`src/rtl/hazard_ctrl.sv`:
```
// -----------------------------------------------------------------------------
// hazard_ctrl
//
// Hazard controller for the five-stage RISC-V pipeline. It detects load-use
// hazards and stalls PC and IF/ID for one cycle while a bubble enters ID/EX.
// It squashes the three younger instructions when the MEM stage redirects the
// PC. It selects EX-stage operand forwarding from a private shadow of the
// ID/EX source-register fields. It also counts stall cycles and redirect events.
//
// Ports
//   clk           core clock, all state updates on the rising edge
//   rst           synchronous active-low reset
//   id_rs1/rs2    source register fields of the instruction in ID
//   id_useRs1/2   ID instruction actually reads rs1 / rs2
//   ex_rd         EX destination register
//   ex_writeReg   EX writes a register
//   ex_readMem    EX read-memory code; nonzero means load
//   me_rd         MEM destination register
//   me_writeReg   MEM writes a register
//   me_readMem    MEM read-memory code; nonzero means load
//   wb_rd         WB destination register
//   wb_writeReg   WB writes a register
//   me_redirect   next_pc is a branch/jump target rather than pc+4
//   pc_hold       PC keeps its value
//   if_id_hold    IF/ID keeps its contents
//   if_id_flush   IF/ID loads a NOP bubble
//   id_ex_flush   ID/EX loads all-zero controls
//   ex_me_flush   EX/ME loads all-zero controls
//   fwdA / fwdB   EX operand source: 00 register file, 01 MEM ALU, 10 WB data
//   stall_cnt     number of load-use stall cycles (wraps)
//   flush_cnt     number of redirect events (wraps)
// -----------------------------------------------------------------------------
module hazard_ctrl #(
  parameter int CNT_W = 32
) (
  input  logic             clk,
  input  logic             rst,
  input  logic [4:0]       id_rs1,
  input  logic [4:0]       id_rs2,
  input  logic             id_useRs1,
  input  logic             id_useRs2,
  input  logic [4:0]       ex_rd,
  input  logic             ex_writeReg,
  input  logic [2:0]       ex_readMem,
  input  logic [4:0]       me_rd,
  input  logic             me_writeReg,
  input  logic [2:0]       me_readMem,
  input  logic [4:0]       wb_rd,
  input  logic             wb_writeReg,
  input  logic             me_redirect,
  output logic             pc_hold,
  output logic             if_id_hold,
  output logic             if_id_flush,
  output logic             id_ex_flush,
  output logic             ex_me_flush,
  output logic [1:0]       fwdA,
  output logic [1:0]       fwdB,
  output logic [CNT_W-1:0] stall_cnt,
  output logic [CNT_W-1:0] flush_cnt
);

  localparam logic [1:0] FWD_RF  = 2'b00;
  localparam logic [1:0] FWD_MEM = 2'b01;
  localparam logic [1:0] FWD_WB  = 2'b10;

  // Shadow of the ID/EX source fields; a cleared shadow never forwards.
  logic [4:0]       ex_rs1_q, ex_rs1_d;
  logic [4:0]       ex_rs2_q, ex_rs2_d;
  logic             ex_use1_q, ex_use1_d;
  logic             ex_use2_q, ex_use2_d;
  logic [CNT_W-1:0] stall_cnt_q, stall_cnt_d;
  logic [CNT_W-1:0] flush_cnt_q, flush_cnt_d;

  logic load_use;
  logic stall;
  logic redirect;

  // ---------------------------------------------------------------------------
  // Hazard detection
  // ---------------------------------------------------------------------------
  assign load_use = (ex_readMem != 3'd0) && ex_writeReg && (ex_rd != 5'd0) &&
                    ((id_useRs1 && (id_rs1 == ex_rd)) ||
                     (id_useRs2 && (id_rs2 == ex_rd)));

  // While in reset, nothing is stalled or flushed. A redirect wins over a
  // load-use stall because the stalled instruction is squashed anyway.
  assign redirect = rst && me_redirect;
  assign stall    = rst && !me_redirect && load_use;

  // NOTE: every signal assigned in an always_comb gets a default first, so no
  // path leaves it unassigned and no latch is inferred.
  always_comb begin
    pc_hold     = 1'b0;
    if_id_hold  = 1'b0;
    if_id_flush = 1'b0;
    id_ex_flush = 1'b0;
    ex_me_flush = 1'b0;
    if (redirect) begin
      if_id_flush = 1'b1;
      id_ex_flush = 1'b1;
      ex_me_flush = 1'b1;
    end else if (stall) begin
      pc_hold     = 1'b1;
      if_id_hold  = 1'b1;
      id_ex_flush = 1'b1;
    end
  end

  // ---------------------------------------------------------------------------
  // Forwarding. MEM holds the younger result and wins over WB. A load in MEM
  // has no data yet, so it never forwards. x0 is never forwarded.
  // ---------------------------------------------------------------------------
  function automatic logic [1:0] fwd_sel(input logic src_used, input logic [4:0] src);
    logic [1:0] sel;
    sel = FWD_RF;
    if (src_used && me_writeReg && (me_readMem == 3'd0) &&
        (me_rd != 5'd0) && (me_rd == src)) begin
      sel = FWD_MEM;
    end else if (src_used && wb_writeReg && (wb_rd != 5'd0) && (wb_rd == src)) begin
      sel = FWD_WB;
    end
    return sel;
  endfunction

  assign fwdA = fwd_sel(ex_use1_q, ex_rs1_q);
  assign fwdB = fwd_sel(ex_use2_q, ex_rs2_q);

  // ---------------------------------------------------------------------------
  // Next state
  // ---------------------------------------------------------------------------
  always_comb begin
    ex_rs1_d    = id_rs1;
    ex_rs2_d    = id_rs2;
    ex_use1_d   = id_useRs1;
    ex_use2_d   = id_useRs2;
    stall_cnt_d = stall_cnt_q;
    flush_cnt_d = flush_cnt_q;
    // The shadow follows ID/EX, so a bubble entering ID/EX clears it too.
    if (id_ex_flush) begin
      ex_rs1_d  = 5'd0;
      ex_rs2_d  = 5'd0;
      ex_use1_d = 1'b0;
      ex_use2_d = 1'b0;
    end
    if (stall) begin
      stall_cnt_d = stall_cnt_q + CNT_W'(1);
    end
    if (redirect) begin
      flush_cnt_d = flush_cnt_q + CNT_W'(1);
    end
  end

  // NOTE: sequential state uses non-blocking assignments so every register
  // samples its _d value from before the edge, independent of statement order.
  always_ff @(posedge clk) begin
    if (!rst) begin
      ex_rs1_q    <= 5'd0;
      ex_rs2_q    <= 5'd0;
      ex_use1_q   <= 1'b0;
      ex_use2_q   <= 1'b0;
      stall_cnt_q <= '0;
      flush_cnt_q <= '0;
    end else begin
      ex_rs1_q    <= ex_rs1_d;
      ex_rs2_q    <= ex_rs2_d;
      ex_use1_q   <= ex_use1_d;
      ex_use2_q   <= ex_use2_d;
      stall_cnt_q <= stall_cnt_d;
      flush_cnt_q <= flush_cnt_d;
    end
  end

  assign stall_cnt = stall_cnt_q;
  assign flush_cnt = flush_cnt_q;

endmodule
```
`config.mk`:
```
export PLATFORM = sky130hd
export DESIGN_NAME = hazard_ctrl
export DESIGN_NICKNAME = d
export VERILOG_FILES = /design/src/rtl/hazard_ctrl.sv
export SDC_FILE = /design/constraint.sdc
export NUM_CORES = 1
export LEC_CHECK = 0
export ABC_AREA = 0
export ABC_CLOCK_PERIOD_IN_PS = 2400
export CAP_MARGIN = 20
export CORE_ASPECT_RATIO = 1.75
export CORE_MARGIN = 1
export CORE_UTILIZATION = 48
export DETAILED_ROUTE_END_ITERATION = 10
export PLACE_DENSITY = 0.8
export SLEW_MARGIN = 25
export SYNTH_ARGS = -nofsm -noshare
export SYNTH_HDL_FRONTEND = slang
export SYNTH_SLANG_ARGS = --single-unit
```
`constraint.sdc`:
```
create_clock -name clk -period 2.4 [get_ports clk]
set_input_delay 0.36 -clock clk [delete_from_list [all_inputs] [get_ports clk]]
set_output_delay 0.36 -clock clk [all_outputs]
set_load 0.03 [all_outputs]
```
## Word level (Yosys, flattened, before mapping)

Index checks and enable logic that the tools add are counted.

- Flip-flop bits (word level): 76
- Logic and storage cells: 53
- Output and inout port bits: 73
- Input bits: 39

- Bitwise logic cells: 1
- Add/subtract/negate cells: 2
- Equal/unequal tests: 6
- Reduce and logical (&&, ||, !) cells: 30
- Multiplexer cells: 8

Operator list:

| operator | number |
|---|---|
| adder 32 x 1 -> 32 bit (second input constant) | 2 |
| == test 5 bit | 6 |
| logical AND 1 bit | 22 |
| nonzero test 5 bit | 3 |
| two-way mux 2 bit | 4 |
| two-way mux 1 bit | 4 |
| logical NOT 3 bit | 1 |
| nonzero test 3 bit | 1 |
| OR reduction 2 bit | 1 |
| logical NOT 1 bit | 1 |
| logical OR 1 bit | 1 |
| inverter 1 bit | 1 |

## Logic depth before layout (Yosys ltp)

- Depth after elaboration: 8
- Gate-level depth with buffers: 7
- Depth with buffers taken out: 6

## Worst setup path after synthesis

Ideal clock, no wire load.

- Path kind: input to output
- From: input ex_rd[0]
- To: output pc_hold
- Setup slack: -0.097 ns
- Path buffers: 2
- Required time: 2.040 ns
- Arrival time: 2.137 ns
- Stages: 6
- Cells stage by stage: xnor2_1 nand4_1 o22a_1 buf_2 nor3_1 buf_4

- Longest elaborated chain between the ends: 7

RTL lines:

| element | line | text |
|---|---|---|
| start, declared | 42 | `input logic [4:0] ex_rd,` |
| == test 5 bit, on equally long branches | 82, 83 |  |
| logical AND 1 bit, on equally long branches | 82, 83 |  |
| logical OR 1 bit | 82 | `((id_useRs1 && (id_rs1 == ex_rd)) \|\|` |
| logical AND 1 bit (*) | 81 | `assign load_use = (ex_readMem != 3'd0) && ex_writeReg && (ex_rd != 5'd0) &&` |
| logical AND 1 bit (*) | 88 | `assign stall = rst && !me_redirect && load_use;` |
| two-way mux 1 bit (*) (2 in series) | - |  |
| end, declared | 51 | `output logic pc_hold,` |

Mark *: on every way between the ends. The rest lies on a longest branch, timed or not.

## Worst setup path after layout

- From: input me_readMem[1]
- To: output fwdB[0]

- Longest elaborated chain between the ends: 5

RTL lines:

| element | line | text |
|---|---|---|
| start, declared | 47 | `input logic [2:0] me_readMem,` |
| logical NOT 3 bit | 116 | `if (src_used && me_writeReg && (me_readMem == 3'd0) &&` |
| logical AND 1 bit (2 in series) | 116 |  |
| logical AND 1 bit | 117 | `(me_rd != 5'd0) && (me_rd == src)) begin` |
| two-way mux 2 bit | 116 |  |
| end, declared | 57 | `output logic [1:0] fwdB,` |

Every way passes these cells.

==> run metrics <==
DR WL met3 600 µm; first drt pass iteration count 7; max layer used met4; failing checks design-rule violations; Placer Congestion 0.837; first-pass GRT wire length 18,500 µm; Core Region 7960 µm²; hold_sp id_rs2[0]; hold_ws 0.330 ns; Pwr Total 2800 µW; clk slew on worst S/H paths 0.05 ns; Hold Crit Class primary input to flop; DRC Markers 12; GR Overflow Total 0; largest net degree at the start of global routing 50; leakage 0.00197 µW; FF-to-FF path depth 7; critical path class primary input to output pin; Setup Viol. Count Final 0; P&R area growth vs syn 41.9%; Initial Util 0.497; most frequent cells in the layout clkdlybuf4s50_1, dfxtp_1, nor2_1, buf_4, nand4_1; reg2reg setup slack 0.26 ns; CP max FO 2; worst slew pin tran 0.532 ns; Synth Instances 457; Synth area leader dfxtp_1; Max Freq 425 MHz; CTS tree yes; filler instances 640; M1 WL 4180 µm; worst setup margin 0.0446 ns; max cap viols 0; relative slew slack 0.646; DP HPWL 8400 µm; vias per cell 5.90; dpl ws -0.342 ns; Die X 70.7 µm; Routed wire per std cell 16.9 µm; Hold Buf Count CTS 0; die height 122 µm; post-synthesis async set-or-reset flop share 0; nets@finish 631; synthesized flop and latch total 76; die footprint 8630 µm²; status finished with violations; sequential-to-total area share from yosys stat 0.384; min Tclk post-route 2.36 ns; cell depth of the worst hold path 2; CTS Sinks 76; Root Buffer clkbuf_16; Synth Cell Area 3960 µm²; post-route design area 5620 µm²; Post-synth top flop dfxtp_1; Slew Viols, Final 0; I/O pin count 112; fraction of layout cells with a size suffix above 1 0.124; starting DRC count in detailed routing 194; initial antenna violation count 0; Total Routing Usage GR 0.272; startpoint types primary input; unique cell type count in the Yosys netlist 48; final WL 11,600 µm; CP arrival 2.00 ns; Syn Area/Cell 8.67 µm²; YS warnings 0; top cells by area, synth dfxtp_1, xor2_1, nand4_1, xnor2_1, o31ai_1; pwr dens 498 nW/µm²; Syn Nets 498; Worst R2R Start stall_cnt[0]$_SDFFE_PN0P_; htree depth 3; number of global-route vias before repair 3,925; Max Root-Sink Buffers 2; clock skew 0.00796 ns; met2 routed WL 6340 µm; fin crit share 0.981; # diodes 0; Endpoint, Worst Hold ex_rs2_q[0]$_SDFF_PP0_; # rows 43; commonest non-fill, non-tap cell in the layout clkdlybuf4s50_1; RSZ-0062 raised after global routing yes; vias 4,044; Post-synth EDFFs 0; Routed Antenna Nets 0; Area after DPL 5330 µm²; clock insertion delay at the later pin of the skew report 0.33 ns; VDD IR-drop max 355 µV; Num CTS Buffers 9; final hold vios 0; R2R Path End stall_cnt[22]$_SDFFE_PN0P_; top-area cell type share of the netlist area 0.384; port bufs 111; Req. time, crit path 2.04 ns; CP Capture Type output pin
area by class of cell:
cell class	instances	area [µm²]	share of cell area
Multi-Input combinational cell	346	2290	0.407
Sequential cell	76	1520	0.271
Timing Repair Buffer	149	1410	0.250
Clock buffer	14	254	0.0452
Tap cell	90	113	0.0200
Inverter	8	30.0	0.00534
Clock inverter	2	10.0	0.00178
cell families (layout without fill, tap and decap cells):
| family | count (synthesis) | count (layout) | synth area share |
|---|---|---|---|
| and+or+nand+nor | 210 | 210 | 0.311 |
| adders and majority gates | 2 | 2 | 0.00632 |
| AOI/OAI and AO/OA | 72 | 72 | 0.117 |
| buffers and inverters | 35 | 173 | 0.0436 |
| DFF | 76 | 76 | 0.384 |
| muxes | 2 | 2 | 0.00506 |
| xor gates and xnor gates | 60 | 60 | 0.133 |
worst max-delay path, stage by stage:
cell	delay, ns
clkdlybuf4s50_1	0.40
nor4b_1	0.29
o21ai_0	0.12
buf_4	0.15
nor3_1	0.32
clkdlybuf4s15_2	0.36
worst max-delay path by stage:
stage	start	end	slack, ns
detailed placement	me_readMem[1]	fwdB[0]	-0.34
global placement	me_readMem[1]	fwdA[0]	-0.32
floorplan	me_readMem[1]	fwdA[1]	0.17
finish	me_readMem[1]	fwdB[0]	0.04
global route	me_readMem[1]	fwdB[0]	-0.01
CTS	ex_rd[4]	id_ex_flush	0.01
routing by layer:
| layer | GRT usage | vias up |
|---|---|---|
| met5 | 0 | - |
| met4 | 0.146 | 0 |
| met1 | 0.271 | 1927 |
| met2 | 0.518 | 131 |
| met3 | 0.0596 | 41 |
| li1 | - | 1945 |
stage by stage:
stage,util,std cells,TNS (ns)
after global placement,0.670,668,-4.83
after CTS,0.705,685,0
after global routing,0.706,685,-0.0193
after detailed placement,0.670,668,-5.97
final,0.706,685,0
after floorplan,-,457,0
flip-flops by register name, summed over array words and instances, names as in the netlist:
signal     cells
ex_rs1_q       5
ex_use1_q      1
ex_use2_q      1
ex_rs2_q       5
flush_cnt     32
stall_cnt     32
power breakdown:
part	internal [µW]	total, µW	leakage [µW]	switching (µW)
clock	726	1230	0.000131	505
combinational	143	280	0.00122	137
sequential	1270	1290	0.000614	13.5
cells in the mapped netlist (5+ instances only):
library cell and number:
xnor2_1 26, dfxtp_1 76, nor2_1 44, clkbuf_1 10, nor3_1 6, and3_1 7, o31ai_1 25, nand3_1 20
a21oi_1 30, and2_1 16, nor4_1 5, nand2_1 27, buf_2 7, inv_1 7, nand4_1 37, xor2_1 34
or4_1 25
what timing repair did:
item	4_1_cts	5_1_grt
gates resized for setup	16	2
setup endpoints to repair	5	3
setup buffers	1	0
cloned	0	0
pin swaps	3	2
No activity file was read; power rests on OpenSTA's default activity.
